[src/rtl/ldpc_enc_tx_if.sv]
// Info-bit input handshake and BPSK symbol output stream of the LDPC encoder.
// Signal names are written from the encoder's point of view.
interface ldpc_enc_tx_if #(
  parameter int WIDTH = 8
);
  logic             i_data;
  logic             i_val;
  logic             o_rdy;
  logic [WIDTH-1:0] o_data;
  logic             o_val;
  logic             o_last;

  modport master (output i_data, i_val, input o_rdy, o_data, o_val, o_last);
  modport slave  (input i_data, i_val, output o_rdy, o_data, o_val, o_last);
endinterface

[src/rtl/ldpc_enc_tx.sv]
// Serial systematic LDPC encoder with BPSK mapping: info bits pass through as symbols
// while parity accumulates, then N_CHK parity symbols follow.
module ldpc_enc_tx #(
  parameter int N_BITS = 12,
  parameter int N_CHK  = 6,
  parameter int WIDTH  = 8,
  parameter int AMP    = 4,
  parameter logic [(N_BITS-N_CHK)*N_CHK-1:0] P_MATRIX =
    {6'b011001, 6'b101010, 6'b110100, 6'b001011, 6'b010110, 6'b100101}
) (
  input  logic              clk,
  input  logic              xrst,
  ldpc_enc_tx_if.slave      bus,
  output logic [N_BITS-1:0] o_code,
  output logic [15:0]       o_frames
);

  localparam int K_INFO = N_BITS - N_CHK;
  localparam int CNT_W  = $clog2(N_BITS + 1);
  localparam logic [CNT_W-1:0] K_LAST  = CNT_W'(K_INFO - 1);
  localparam logic [CNT_W-1:0] C_LAST  = CNT_W'(N_CHK - 1);
  localparam logic [WIDTH-1:0] SYM_POS = WIDTH'(AMP);
  localparam logic [WIDTH-1:0] SYM_NEG = WIDTH'(-AMP);

  typedef enum logic [1:0] {S_IDLE, S_DATA, S_PARITY} state_t;

  state_t              r_state, w_state_nxt;
  logic [CNT_W-1:0]    r_cnt, w_cnt_nxt;
  logic [N_CHK-1:0]    r_par, w_par_nxt;
  logic [K_INFO-1:0]   r_info, w_info_nxt;
  logic [WIDTH-1:0]    r_data, w_data_nxt;
  logic                r_val, w_val_nxt;
  logic                r_last, w_last_nxt;
  logic [N_BITS-1:0]   r_code, w_code_nxt;
  logic [15:0]         r_frames, w_frames_nxt;
  logic [N_CHK-1:0]    w_row;
  logic                w_pbit;
  logic [N_BITS-1:0]   w_code_full;

  always_comb begin
    // NOTE: every value driven here gets a default first, so no path can infer a latch.
    w_state_nxt  = r_state;
    w_cnt_nxt    = r_cnt;
    w_par_nxt    = r_par;
    w_info_nxt   = r_info;
    w_data_nxt   = r_data;
    w_val_nxt    = 1'b0;
    w_last_nxt   = 1'b0;
    w_code_nxt   = r_code;
    w_frames_nxt = r_frames;
    w_row        = '0;
    w_pbit       = 1'b0;
    w_code_full  = '0;

    for (int j = 0; j < K_INFO; j++) begin
      if (r_cnt == CNT_W'(j)) w_row = P_MATRIX[j*N_CHK +: N_CHK];
      w_code_full[N_BITS-1-j] = r_info[j];
    end
    for (int c = 0; c < N_CHK; c++) begin
      if (r_cnt == CNT_W'(c)) w_pbit = r_par[c];
      w_code_full[N_CHK-1-c] = r_par[c];
    end

    unique case (r_state)
      // IDLE always holds r_cnt at zero, so it shares the accept path with DATA.
      S_IDLE, S_DATA: begin
        if (bus.i_val) begin
          for (int j = 0; j < K_INFO; j++)
            if (r_cnt == CNT_W'(j)) w_info_nxt[j] = bus.i_data;
          if (bus.i_data) w_par_nxt = r_par ^ w_row;
          w_data_nxt = bus.i_data ? SYM_NEG : SYM_POS;
          w_val_nxt  = 1'b1;
          if (r_cnt == K_LAST) begin
            w_cnt_nxt   = '0;
            w_state_nxt = S_PARITY;
          end else begin
            w_cnt_nxt   = r_cnt + CNT_W'(1);
            w_state_nxt = S_DATA;
          end
        end
      end
      S_PARITY: begin
        w_data_nxt = w_pbit ? SYM_NEG : SYM_POS;
        w_val_nxt  = 1'b1;
        if (r_cnt == C_LAST) begin
          w_last_nxt   = 1'b1;
          w_code_nxt   = w_code_full;
          w_frames_nxt = r_frames + 16'd1;
          w_par_nxt    = '0;
          w_cnt_nxt    = '0;
          w_state_nxt  = S_IDLE;
        end else begin
          w_cnt_nxt = r_cnt + CNT_W'(1);
        end
      end
      default: w_state_nxt = S_IDLE;
    endcase
  end

  always_ff @(posedge clk or negedge xrst) begin
    if (!xrst) begin
      r_state  <= S_IDLE;
      r_cnt    <= '0;
      r_par    <= '0;
      r_info   <= '0;
      r_data   <= '0;
      r_val    <= 1'b0;
      r_last   <= 1'b0;
      r_code   <= '0;
      r_frames <= '0;
    end else begin
      // NOTE: non-blocking assignments so every register samples pre-edge values.
      r_state  <= w_state_nxt;
      r_cnt    <= w_cnt_nxt;
      r_par    <= w_par_nxt;
      r_info   <= w_info_nxt;
      r_data   <= w_data_nxt;
      r_val    <= w_val_nxt;
      r_last   <= w_last_nxt;
      r_code   <= w_code_nxt;
      r_frames <= w_frames_nxt;
    end
  end

  assign bus.o_rdy  = (r_state != S_PARITY);
  assign bus.o_data = r_data;
  assign bus.o_val  = r_val;
  assign bus.o_last = r_last;
  assign o_code     = r_code;
  assign o_frames   = r_frames;

endmodule

[src/flat_wrapper.sv]
// flat-port wrapper written by rule: the top's interface ports become plain ports
module ldpc_enc_tx_flat 
#(
  parameter int N_BITS = 12,
  parameter int N_CHK  = 6,
  parameter int WIDTH  = 8,
  parameter int AMP    = 4,
  parameter logic [(N_BITS-N_CHK)*N_CHK-1:0] P_MATRIX =
    {6'b011001, 6'b101010, 6'b110100, 6'b001011, 6'b010110, 6'b100101}
)
  (clk, xrst, o_code, o_frames, bus_i_data, bus_i_val, bus_o_rdy, bus_o_data, bus_o_val, bus_o_last);
  ldpc_enc_tx_if #(.WIDTH(WIDTH)) bus_i ();
  input  logic clk;
  input  logic xrst;
  output logic [N_BITS-1:0] o_code;
  output logic [15:0] o_frames;
  input wire logic [$bits(bus_i.i_data)-1:0] bus_i_data;
  input wire logic [$bits(bus_i.i_val)-1:0] bus_i_val;
  output wire logic [$bits(bus_i.o_rdy)-1:0] bus_o_rdy;
  output wire logic [$bits(bus_i.o_data)-1:0] bus_o_data;
  output wire logic [$bits(bus_i.o_val)-1:0] bus_o_val;
  output wire logic [$bits(bus_i.o_last)-1:0] bus_o_last;
  assign bus_i.i_data = bus_i_data;
  assign bus_i.i_val = bus_i_val;
  assign bus_o_rdy = bus_i.o_rdy;
  assign bus_o_data = bus_i.o_data;
  assign bus_o_val = bus_i.o_val;
  assign bus_o_last = bus_i.o_last;
  ldpc_enc_tx #(.N_BITS(N_BITS), .N_CHK(N_CHK), .WIDTH(WIDTH), .AMP(AMP), .P_MATRIX(P_MATRIX)) u_core (.clk(clk), .xrst(xrst), .bus(bus_i), .o_code(o_code), .o_frames(o_frames));
endmodule
[config.mk]
export PLATFORM = sky130hd
export DESIGN_NAME = ldpc_enc_tx_flat
export DESIGN_NICKNAME = d
export VERILOG_FILES = /design/src/rtl/ldpc_enc_tx_if.sv /design/src/rtl/ldpc_enc_tx.sv /design/src/flat_wrapper.sv
export SDC_FILE = /design/constraint.sdc
export NUM_CORES = 1
export LEC_CHECK = 0
export CAP_MARGIN = 5
export CORE_MARGIN = 2
export CORE_UTILIZATION = 43
export CTS_CLUSTER_SIZE = 24
export DETAILED_ROUTE_END_ITERATION = 7
export PLACE_DENSITY = 0.7
export SKIP_LAST_GASP = 1
export SYNTH_ARGS = -nofsm -noshare
export SYNTH_HDL_FRONTEND = slang
export SYNTH_SLANG_ARGS = --single-unit
[constraint.sdc]
create_clock -name clk -period 3.4 [get_ports clk]
set_input_delay 0.68 -clock clk [delete_from_list [all_inputs] [get_ports clk]]
set_output_delay 0.68 -clock clk [all_outputs]
set_load 0.01 [all_outputs]
---- Word-level counts from Yosys, hierarchy flattened ----
Index checks and enable logic that the tools add are counted.
W data, S select, Z words.
word-level totals
  memories kept ........................... 0
  output and inout bits ................... 39
  input port bits ......................... 4
  bits in writable memories ............... 0
  word-level logic and storage cells ...... 73
  bits in latches ......................... 0
  register bits after elaboration ......... 56
  memory bits (read-only) ................. 0
cells by class
  shifts and indexed selects .............. 0
  bitwise operators ....................... 1
  add/subtract/negate cells ............... 2
  $lt $le $gt $ge ......................... 0
  div/mod/pow operators ................... 0
  equal/unequal tests ..................... 11
  multipliers ............................. 0
  mux-type cells .......................... 31
  reductions and logical operators ........ 14
operators by type and width
  kind                     count
  $mux W6                  9
  $mux W8                  3
  $reduce_and A3 Y1        6
  $add A16 B1 Y16 const B  1
  $pmux W8 S2              1
  $pmux W6 S2              1
  $mux W1                  9
  $eq A4 B2 Y1 const B     2
  $eq A4 B3 Y1 const B     2
  $mux W4                  2
  $pmux W4 S2              1
  $mux W2                  3
  $ne A2 B2 Y1 const B     3
  $reduce_and A2 Y1        3
  $xor A6 B6 Y6            1
  $add A4 B1 Y4 const B    1
  $eq A4 B1 Y1 const B     1
  $logic_not A4 Y1         1
  $pmux W2 S2              1
  $reduce_and A4 Y1        1
  $eq A2 B1 Y1 const B     1
  $eq A2 B2 Y1 const B     1
  $logic_not A2 Y1         1
  $ne A2 B1 Y1 const B     1
  other kinds (3)          3

---- Longest topological paths before layout ----
  depth in word-level cells ............... 11
  depth in mapped cells ................... 7
  mapped depth without buffers ............ 5

---- Worst setup path after synthesis ----
OpenSTA, ideal clock, no wires.
  kind .................................... in2reg
  start ................................... in bus_i_data
  end ..................................... reg u_core.r_par[5]
  stages .................................. 5
  setup time .............................. 0.129 ns
  setup slack ............................. 1.747 ns
  arrival time ............................ 1.524 ns
  buffers on the path ..................... 1
  required time ........................... 3.271 ns
  path through ............................ clkbuf_1 -> and4bb_2 -> o21ai_0 -> a21boi_0 -> mux2i_1
on the way
  word-level cells in the longest chain between the ends .. 2
ends and longest elaborated chain
  element                             RTL line            RTL
  start: declaration                  flat_wrapper.sv:17  input wire logic [$bits(bus_i.i_data)-1:0] bus_i_data;
  $ne A2 B2 Y1 (no source line)       -
  $reduce_and A4 Y1 (no source line)  -
  end signal: assignment              ldpc_enc_tx.sv:115  r_par <= w_par_nxt;
  end: declaration                    ldpc_enc_tx.sv:29   logic [N_CHK-1:0] r_par, w_par_nxt;
Every way passes these cells.
A chain may end at the register's enable or synchronous reset.

---- Worst setup path after layout ----
  start ................................... reg u_core.r_state[1]
  end ..................................... out bus_o_rdy
on the way
  word-level cells in the longest chain between the ends .. 1
ends and longest elaborated chain
  element                   RTL line            RTL
  start: declaration        ldpc_enc_tx.sv:27   state_t r_state, w_state_nxt;
  start signal: assignment  ldpc_enc_tx.sv:113  r_state <= w_state_nxt;
  $ne A2 B2 Y1              ldpc_enc_tx.sv:125  assign bus.o_rdy = (r_state != S_PARITY);
  end: declaration          flat_wrapper.sv:19  output wire logic [$bits(bus_i.o_rdy)-1:0] bus_o_rdy;
Every way passes these cells.

==> impl_metrics.json <==
{
  "status": "completed",
  "num_io_pins": 43,
  "antenna_left": 0,
  "cts_buffers": 5,
  "cellLeakagePower_nw": 1.28,
  "grt.overflow.total": 0,
  "setup_violations": 0,
  "ys_warn_count": 0,
  "htree_levels": 2,
  "powerDensity_nw_per_um2": 569,
  "path_class": "register to output pin",
  "initial_core_util_pct": 44.9,
  "ys_seq_area_share_pct": 53.9,
  "first_global_vias": 1708,
  "synth_top_family_by_area": "simple AND/OR/NAND/NOR gates",
  "hold_viol": 0,
  "ir_drop_mv": 0.326,
  "core_area_um2": 5170,
  "path_delay_family": "buffers and inverters",
  "netlist_instances": 229,
  "yosysTopAreaCellShare_pct": 53.9,
  "numClockSinks": 50,
  "rows": 26,
  "hp-start": "u_core.o_frames[15]$_DFFE_PN0P_",
  "slowest_stage": "clkdlybuf4s50_1",
  "grt_usage_pct": 16.7,
  "drive_above_1_share_pct": 7.60,
  "synthMuxAreaShare_pct": 4.69,
  "wire_per_inst_um": 13.6,
  "timing.setup.tns_ns": 0,
  "path_cells": "and2b_1 > inv_1 > clkdlybuf4s50_1",
  "post_dp_cell_area_um2": 2730,
  "cts_tree": "done",
  "clk_latency_ns": 0.31,
  "dr.pass1.iters": 7,
  "antenna_found_initial": 0,
  "synth-seq-cells": 50,
  "synthSimpleGateAreaFrac_pct": 22.7,
  "antenna_cells": 0,
  "synth_area_um2": 2320,
  "synth_xor_area_share_pct": 7.55,
  "holdCritPathClass": "register to register",
  "relSlewSlack_pct": 27.8,
  "vias": 1716,
  "drtIter0Drc": 54,
  "die_area_um2": 6000,
  "period_share_pct": 73.9,
  "synth-edff-count": 0,
  "post-route-drc-count": 0,
  "synthArstFlopShare_pct": 100,
  "gp_congestion": 0.783,
  "cts_resized": 0,
  "root_buffer": "clkbuf_8",
  "grt_max_degree": 51,
  "ys.flop_type": "dfrtp_1",
  "worst_clock_skew_ns": 0.0123,
  "period_needed_ns": 2.51,
  "yosys.area.top_type": "dfrtp_1",
  "required_ns": 2.72,
  "max_stage_delay_ns": 0.57,
  "drt_wl_total_um": 4520,
  "fmax_ghz": 0.398,
  "die_x_um": 77.5,
  "worst-path-max-fanout": 10,
  "die_y_um": 77.5,
  "syn_area_per_cell_um2": 10.1,
  "synth_area_leaders": "dfrtp_1 (54%), nand2_1 (8.2%), xnor2_1 (3.8%), xor2_1 (3.8%), mux2_2 (3.4%)",
  "grt_pass1_wl_um": 7970,
  "cts_max_path_buffers": 2,
  "critical_path_buf_inv_count": 2,
  "maxSlewViolCount": 0,
  "synthAdderAreaFrac_pct": 0.539,
  "drv_cap": 0,
  "cp-end-kind": "output pin",
  "area_delta_synth_final_pct": 21.4,
  "rsz0062_at_grt": "no",
  "synth-compound-area-share_pct": 5.61,
  "numPortBuffers": 40,
  "ctsHoldBuffers": 0,
  "tightest_slew_ns": 1.08,
  "design_area_um2": 2820,
  "dp_hpwl_um": 3100,
  "worstSetupStartpointType": "register",
  "viasPerCell": 5.15,
  "path_clk_slew_ns": 0.09,
  "nNetsFinal": 267,
  "post_cts_buffers": 0,
  "crit_start": "u_core.r_state[1]$_DFFE_PN0P_",
  "crit_arrival_ns": 1.83,
  "r2r_start": "u_core.r_cnt[1]$_DFFE_PN0P_",
  "postLayoutCoreUtil_pct": 54.5,
  "ys_types": 42
}
worst paths after layout:
path	slack [ns]	depth (start not counted)	to
worst max-delay path	0.89	3	bus_o_rdy
worst max register to register	1.11	6	u_core.bus.o_data[6]$_DFFE_PN0P_
min in group asynchronous	0.57	1	u_core.bus.o_data[2]$_DFFE_PN0P_
worst min-delay path	0.47	1	u_core.o_frames[15]$_DFFE_PN0P_
worst min register to register	0.47	1	u_core.o_frames[15]$_DFFE_PN0P_
max in group asynchronous	2.16	1	u_core.o_code[11]$_DFFE_PN0P_
metrics by stage:
stage | instances | setup WS (ns) | power (mW) | hold slack, ns
2_1_floorplan | 230 | 1.75 | 1.15 | 0.384
3_3_place_gp | 325 | 1.06 | 1.24 | 0.460
6_report | 333 | 0.887 | 1.60 | 0.474
5_1_grt | 333 | 0.821 | 1.71 | 0.517
3_5_place_dp | 325 | 1.06 | 1.25 | 0.460
4_1_cts | 333 | 0.895 | 1.62 | 0.474
layout by cell type, fill, tap and decap left out, types with 2 or more instances in the layout:
cell and instances:
nand2_1 51, dfrtp_1 50, clkdlybuf4s50_1 39, nand3_1 11
nor2_1 10, xor2_1 10, xnor2_1 10, mux2_2 7
o21ai_0 6, clkbuf_8 6, inv_1 5, nor3_1 5
nand4_1 4, nor2b_1 3, nor4_1 3, nand2b_1 3
mux2i_1 3, a21oi_1 3, and4bb_2 2, a31oi_1 2
and3_1 2, a21boi_0 2, nand3b_1 2, a211oi_1 2
conb_1 2
power breakdown:
part           total (mW)  switching [mW]  internal (mW)
clock network       0.361           0.197          0.165
registers           0.874           0.170          0.704
logic               0.367           0.161          0.206
total                1.60           0.528           1.07
cell families after synthesis:
family          Yosys count
flops                    50
buf+inv                  22
compound gates           20
simple gates            105
other cells               1
fa+ha+maj                 1
mux                      10
xor+xnor                 20
Yosys cell counts, drive strengths merged, types with 2 or more instances:
cell,n
a211oi,2
a21boi,2
a21oi,3
a31oi,2
and3,2
and4bb,2
buf,11
clkbuf,5
dfrtp,50
inv,5
mux2,7
mux2i,3
nand2,51
nand2b,3
nand3,11
nand3b,2
nand4,4
nor2,10
nor2b,3
nor3,5
nor4,3
o21ai,6
xnor2,10
xor2,10
worst reg2reg max path: stages, from the launching register on:
cell	delay (ns)
dfrtp_1	0.71
and4bb_2	0.31
nand2_1	0.07
buf_4	0.22
clkinv_1	0.46
a21oi_1	0.30
o41ai_1	0.11
registers in the layout, summed over array words and instances (netlist names):
register,cells
u_core.r_info,6
u_core.r_par,6
u_core.bus.o_last,1
u_core.bus.o_val,1
u_core.bus.o_data,2
u_core.o_code,12
u_core.r_state,2
u_core.r_cnt,4
u_core.o_frames,16
cell type report:
type / count / area [um2]
Clock buffer: 7 / 86.3
Clock inverter: 1 / 5.00
Fill cell: 466 / 2350
Inverter: 6 / 22.5
Multi-Input combinational cell: 158 / 962
Sequential cell: 50 / 1250
Tap cell: 70 / 87.6
Timing Repair Buffer: 41 / 403
per-layer routing:
metal | vias up | GRT usage, % | share of wire, %
li1 | 831 | - | -
met2 | 54 | 27.7 | 47
met4 | 0 | 6.07 | 1.4
met3 | 6 | 4.07 | 5.3
met5 | - | 0 | 0
met1 | 825 | 21.3 | 46
(Power assumes the default switching activity.)
==> edit 1 (same flow settings) <==
`WIDTH` is set to 8 in 3 places; all go to 12.
--- a/src/rtl/ldpc_enc_tx_if.sv
+++ b/src/rtl/ldpc_enc_tx_if.sv
@@ -3,3 +3,3 @@
 interface ldpc_enc_tx_if #(
-  parameter int WIDTH = 8
+  parameter int WIDTH = 12
 );
--- a/src/rtl/ldpc_enc_tx.sv
+++ b/src/rtl/ldpc_enc_tx.sv
@@ -5,3 +5,3 @@
   parameter int N_CHK  = 6,
-  parameter int WIDTH  = 8,
+  parameter int WIDTH  = 12,
   parameter int AMP    = 4,
--- a/src/flat_wrapper.sv
+++ b/src/flat_wrapper.sv
@@ -5,3 +5,3 @@
   parameter int N_CHK  = 6,
-  parameter int WIDTH  = 8,
+  parameter int WIDTH  = 12,
   parameter int AMP    = 4,
Interface: changed (resized bus_o_data); port bits go from 43 to 47. The function was not compared with the original's and may differ.
==> edit 1 against the unedited design <==
Worst setup slack improved by 0.14 ns. Total power rose by 6.4%. Synthesized area up 1.8%. Final area increased by 2.1%. Routed wire length decreased by 1.6%. Sequential cell count unchanged. Core utilization up 0.81 points. Register-to-register slack improved by 0.21 ns. Global-route usage fell by 0.65 points. Critical path type unchanged. Largest power group unchanged. Highest routed layer unchanged.
==> edit 1: results (changes against the unedited design) <==
Power and ir drop
  – Internal Dissipation: 1.18 mW (+9.3%)
  – Leakage: 1.32 nW (+2.9%)
  – Max rail drop VDD: 0.000358 V (+9.8%)
  – Sequential power share: 51.4% (-3.1 points)
  – Total combinational power: 420 µW (+14%)
  – Net Switching: 530 µW (+0.49%)

Placement
  – Setup slack after placement: 1.13 ns (+0.0707 ns)
  – Post-Place Cells: 323 (-0.62%)
  – Number of I/O port buffers: 44 (+10%)
  – Area after detailed placement: 2770 µm² (+1.7%)
  – Routability cong.: 0.782 (-0.23%)

Route
  – Total routed wirelength: 4440 µm (-1.6%)
  – Drt pass-1 iters: 4 (-3)
  – WL/cell: 13.4 µm (-1.0%)
  – DR vias: 1,659 (-3.3%)
  – Drt first-iter violations: 100 (+85%)

Synth
  – Post-Syn Area per Cell: 10.4 µm² (+2.7%)
  – Number of library cell types mapped by synthesis: 46 (+9.5%)
  – Dominant synthesized flop cell: sky130_fd_sc_hd__dfrtp_1
  – Commonest cells in the synthesized netlist: sky130_fd_sc_hd__nand2_1 (52), sky130_fd_sc_hd__dfrtp_1 (50), sky130_fd_sc_hd__xnor2_1 (12)
  – Top area cells in the synthesized netlist: sky130_fd_sc_hd__dfrtp_1 (53%), sky130_fd_sc_hd__nand2_1 (8.3%), sky130_fd_sc_hd__xnor2_1 (4.4%)

Finish
  – Fin nets: 265 (-0.75%)
  – Number of inserted diodes: 0 (unchanged)
  – Layout filler cell count: 473 (+1.5%)

Outcome
  – Outcome: complete, no violations

Global route
  – First-pass GRT wire length: 7660 µm (-3.9%)
  – Number of global-route vias before repair: 1,540 (-9.8%)
  – Number of antenna violations at the first check in global routing: 0 (unchanged)
  – Pin count of the biggest net entering global routing: 51 (unchanged)

CTS
  – Num CTS Buffers: 5 (unchanged)

Timing
  – Worst-case headroom to the max-slew limit: 27.9% (+0.11 points)
  – Final setup skew: 0.00649 ns (-0.00579 ns)

Worst setup path
  – CP max FO: 8 (-2)
==> edit 1: cell types whose count changed after synthesis, sizes merged, moves of 2 or more <==
cell / unedited run / this run
o21ai: 6 / 8
buf: 11 / 19
clkbuf: 5 / 2
a31oi: 2 / 0
a21boi: 2 / 0
nand2b: 3 / 1
and4: 1 / 3
xnor2: 10 / 12
inv: 5 / 3
nand3: 11 / 9
==> edit 1: logic make-up after synthesis <==
group / share of synthesized area [%]
xor gates and xnor gates: 7.78
muxes: 3.71
buffers and inverters: 6.14
and+or+nand+nor: 23.4
other: 0.159
AOI/OAI and AO/OA: 5.35
DFF: 52.9
adders and majority gates: 0.529
==> edit 1: routing by layer <==
metal	global-route usage [%]	part of all wire, %	wire (µm)
met2	25.5	48	2110
met4	5.79	1.6	70
met5	0	0	0
met1	21.8	47	2080
met3	3.45	4.1	180
==> edit 1: worst paths after layout <==
check / startpoint / to / slack (ns) / cells after the start
min: u_core.r_info[5] / u_core.o_code[6] / 0.47 / 2
max: u_core.r_state[1] / bus_o_rdy / 1.02 / 3
min in group asynchronous: xrst / u_core.o_frames[4] / 0.56 / 1
max in group asynchronous: xrst / u_core.r_cnt[3] / 2.16 / 1
min reg2reg: u_core.r_info[5] / u_core.o_code[6] / 0.47 / 2
max reg2reg: u_core.r_cnt[0] / u_core.o_frames[4] / 1.32 / 7
==> edit 1: final cells by class <==
cell class,instances,area [µm²],area share [%]
repair buffers,46,450,15.7
clock inverters,1,30.0,1.04
flip-flops and latches,50,1250,43.5
clock buffers,7,76.3,2.65
well taps,70,87.6,3.04
multi-input cells,154,971,33.7
inverters,3,11.3,0.391
==> edit 2 (same flow settings) <==
Made on the original files. Encoding of `state_t`: now one-hot (3 bits for 3 states).
--- a/src/rtl/ldpc_enc_tx.sv
+++ b/src/rtl/ldpc_enc_tx.sv
@@ -24,3 +24,3 @@
 
-  typedef enum logic [1:0] {S_IDLE, S_DATA, S_PARITY} state_t;
+  typedef enum logic [2:0] {S_IDLE = 3'b001, S_DATA = 3'b010, S_PARITY = 3'b100} state_t;
 
Function: same outputs for any inputs over 10 cycles, from zero or initial values and one cycle with xrst low; not proved beyond that.
==> edit 2 against the unedited design <==
Critical path depth up 2. Sequential cell count up 1. Total power up 13%. Routed wire length up 4.3%. Final area up 3.4%. Synthesized area up 4.2%. Worst setup slack better by 0.16 ns. Clock skew down 0.0037 ns. Critical endpoint is now u_core.r_par[0]. Highest routed layer unchanged.
==> edit 2: results (changes against the unedited design) <==
Synth
  – Number of library cell types mapped by synthesis: 43 (+2.4%)
  – Post-Syn Area per Cell: 9.95 µm² (-1.8%)
  – Top area cells in the synthesized netlist: sky130_fd_sc_hd__dfrtp_1 (52%), sky130_fd_sc_hd__nand2_1 (7.9%), sky130_fd_sc_hd__mux2_2 (4.2%)
  – Sequential element share of the synthesized area: 52.8% (-1.1 points)
  – Commonest cells in the synthesized netlist: sky130_fd_sc_hd__nand2_1 (51), sky130_fd_sc_hd__dfrtp_1 (50), sky130_fd_sc_hd__nor2_1 (11), sky130_fd_sc_hd__nor3_1 (11)

Worst setup path
  – CP max FO: 24 (+14)
  – Number of cell instances on the worst register-to-register path: 5 (-1)
  – Worst reg2reg setup slack: 1.04 ns (-0.07 ns)
  – End of the worst register-to-register path: u_core.r_par[0]
  – Data arrival at the endpoint of the critical path: 2.60 ns (+0.77 ns)
  – Worst r2r src: u_core.r_cnt[1]
  – Cell with the biggest individual delay on the critical path: sky130_fd_sc_hd__dfrtp_1

Global route
  – First-pass GRT wire length: 8100 µm (+1.6%)
  – Global router's overall resource usage: 16.5% (-0.23 points)
  – Met1 routing resource usage after global routing: 24.1% (+2.7 points)
  – Met2 demand-to-capacity share in global routing: 24.2% (-3.5 points)
  – Pin count of the biggest net entering global routing: 38 (-25%)
  – Number of global-route vias before repair: 1,688 (-1.2%)
  – Global routing usage on met3: 3.41% (-0.66 points)

Finish
  – Final cell count without fillers: 349 (+4.8%)
  – Fin nets: 281 (+5.2%)
  – Layout cell share with drive strength beyond 1: 10.1% (+2.5 points)

Route
  – WL/cell: 13.5 µm (-0.47%)
  – Drt pass-1 iters: 4 (-3)
  – Routed length on met2: 2140 µm (+0.19%)
  – M1 WL: 2340 µm (+13%)
  – Drt first-iter violations: 162 (+200%)
  – Metal3 WL: 139 µm (-42%)

Placement
  – Post-DP HPWL: 3210 µm (+3.4%)
  – Area after detailed placement: 2820 µm² (+3.6%)
  – Routability cong.: 0.824 (+5.2%)
  – Post-Place Cells: 341 (+4.9%)
  – Setup slack after placement: 0.831 ns (-0.225 ns)

Power and ir drop
  – Internal Dissipation: 1.17 mW (+9.3%)
  – Sequential power share: 48.8% (-5.7 points)
  – Total combinational power: 575 µW (+57%)
  – Overall power after layout: 1.81 mW (+13%)
  – Leakage: 1.33 nW (+3.6%)
  – Max rail drop VDD: 0.000286 V (-12%)

Timing
  – Worst-case headroom to the max-slew limit: 46.0% (+18 points)
  – Final setup skew: 0.00854 ns (-0.00374 ns)
  – Hold Slack: 0.450 ns (-0.0243 ns)
  – Final period utilization: 69.3% (-4.6 points)

CTS
  – Clock Tree Root: sky130_fd_sc_hd__clkbuf_8

Worst hold path
  – Worst hold path type: input port to async pin

Outcome
  – Outcome: complete, no violations
-- edit 2: cell count changes after synthesis, sizes merged, moves of 4 or more --
cell and change:
o21a +4, nor3 +6, a21oi +4, nand3 -7
-- edit 2: kinds of logic (layout without fill, tap and decap cells) --
logic type / count (synthesis) / in the layout / synth area share (%)
buffers and inverters: 24 / 57 / 5.33
other: 1 / 2 / 0.155
AND/OR/NAND/NOR: 109 / 109 / 22.2
XOR/XNOR: 20 / 20 / 7.24
AO/OA/AOI/OAI: 27 / 27 / 7.09
adder cells (fa/ha/maj): 1 / 1 / 0.517
multiplexers: 10 / 10 / 4.60
flip-flops: 51 / 51 / 52.8
-- edit 2: critical path, delay by kind of cell (launching register included) --
family / cells / cell delay (ns)
simple gates: 4 / 1.33
flops: 1 / 0.67
buf+inv: 1 / 0.28
-- edit 2: final cells by class --
class	instances	area (µm²)
clock inverters	3	20.0
multi-input cells	169	1020
flip-flops and latches	51	1280
well taps	72	90.1
clock buffers	5	68.8
repair buffers	43	418
inverters	6	22.5
fillers	496	2560
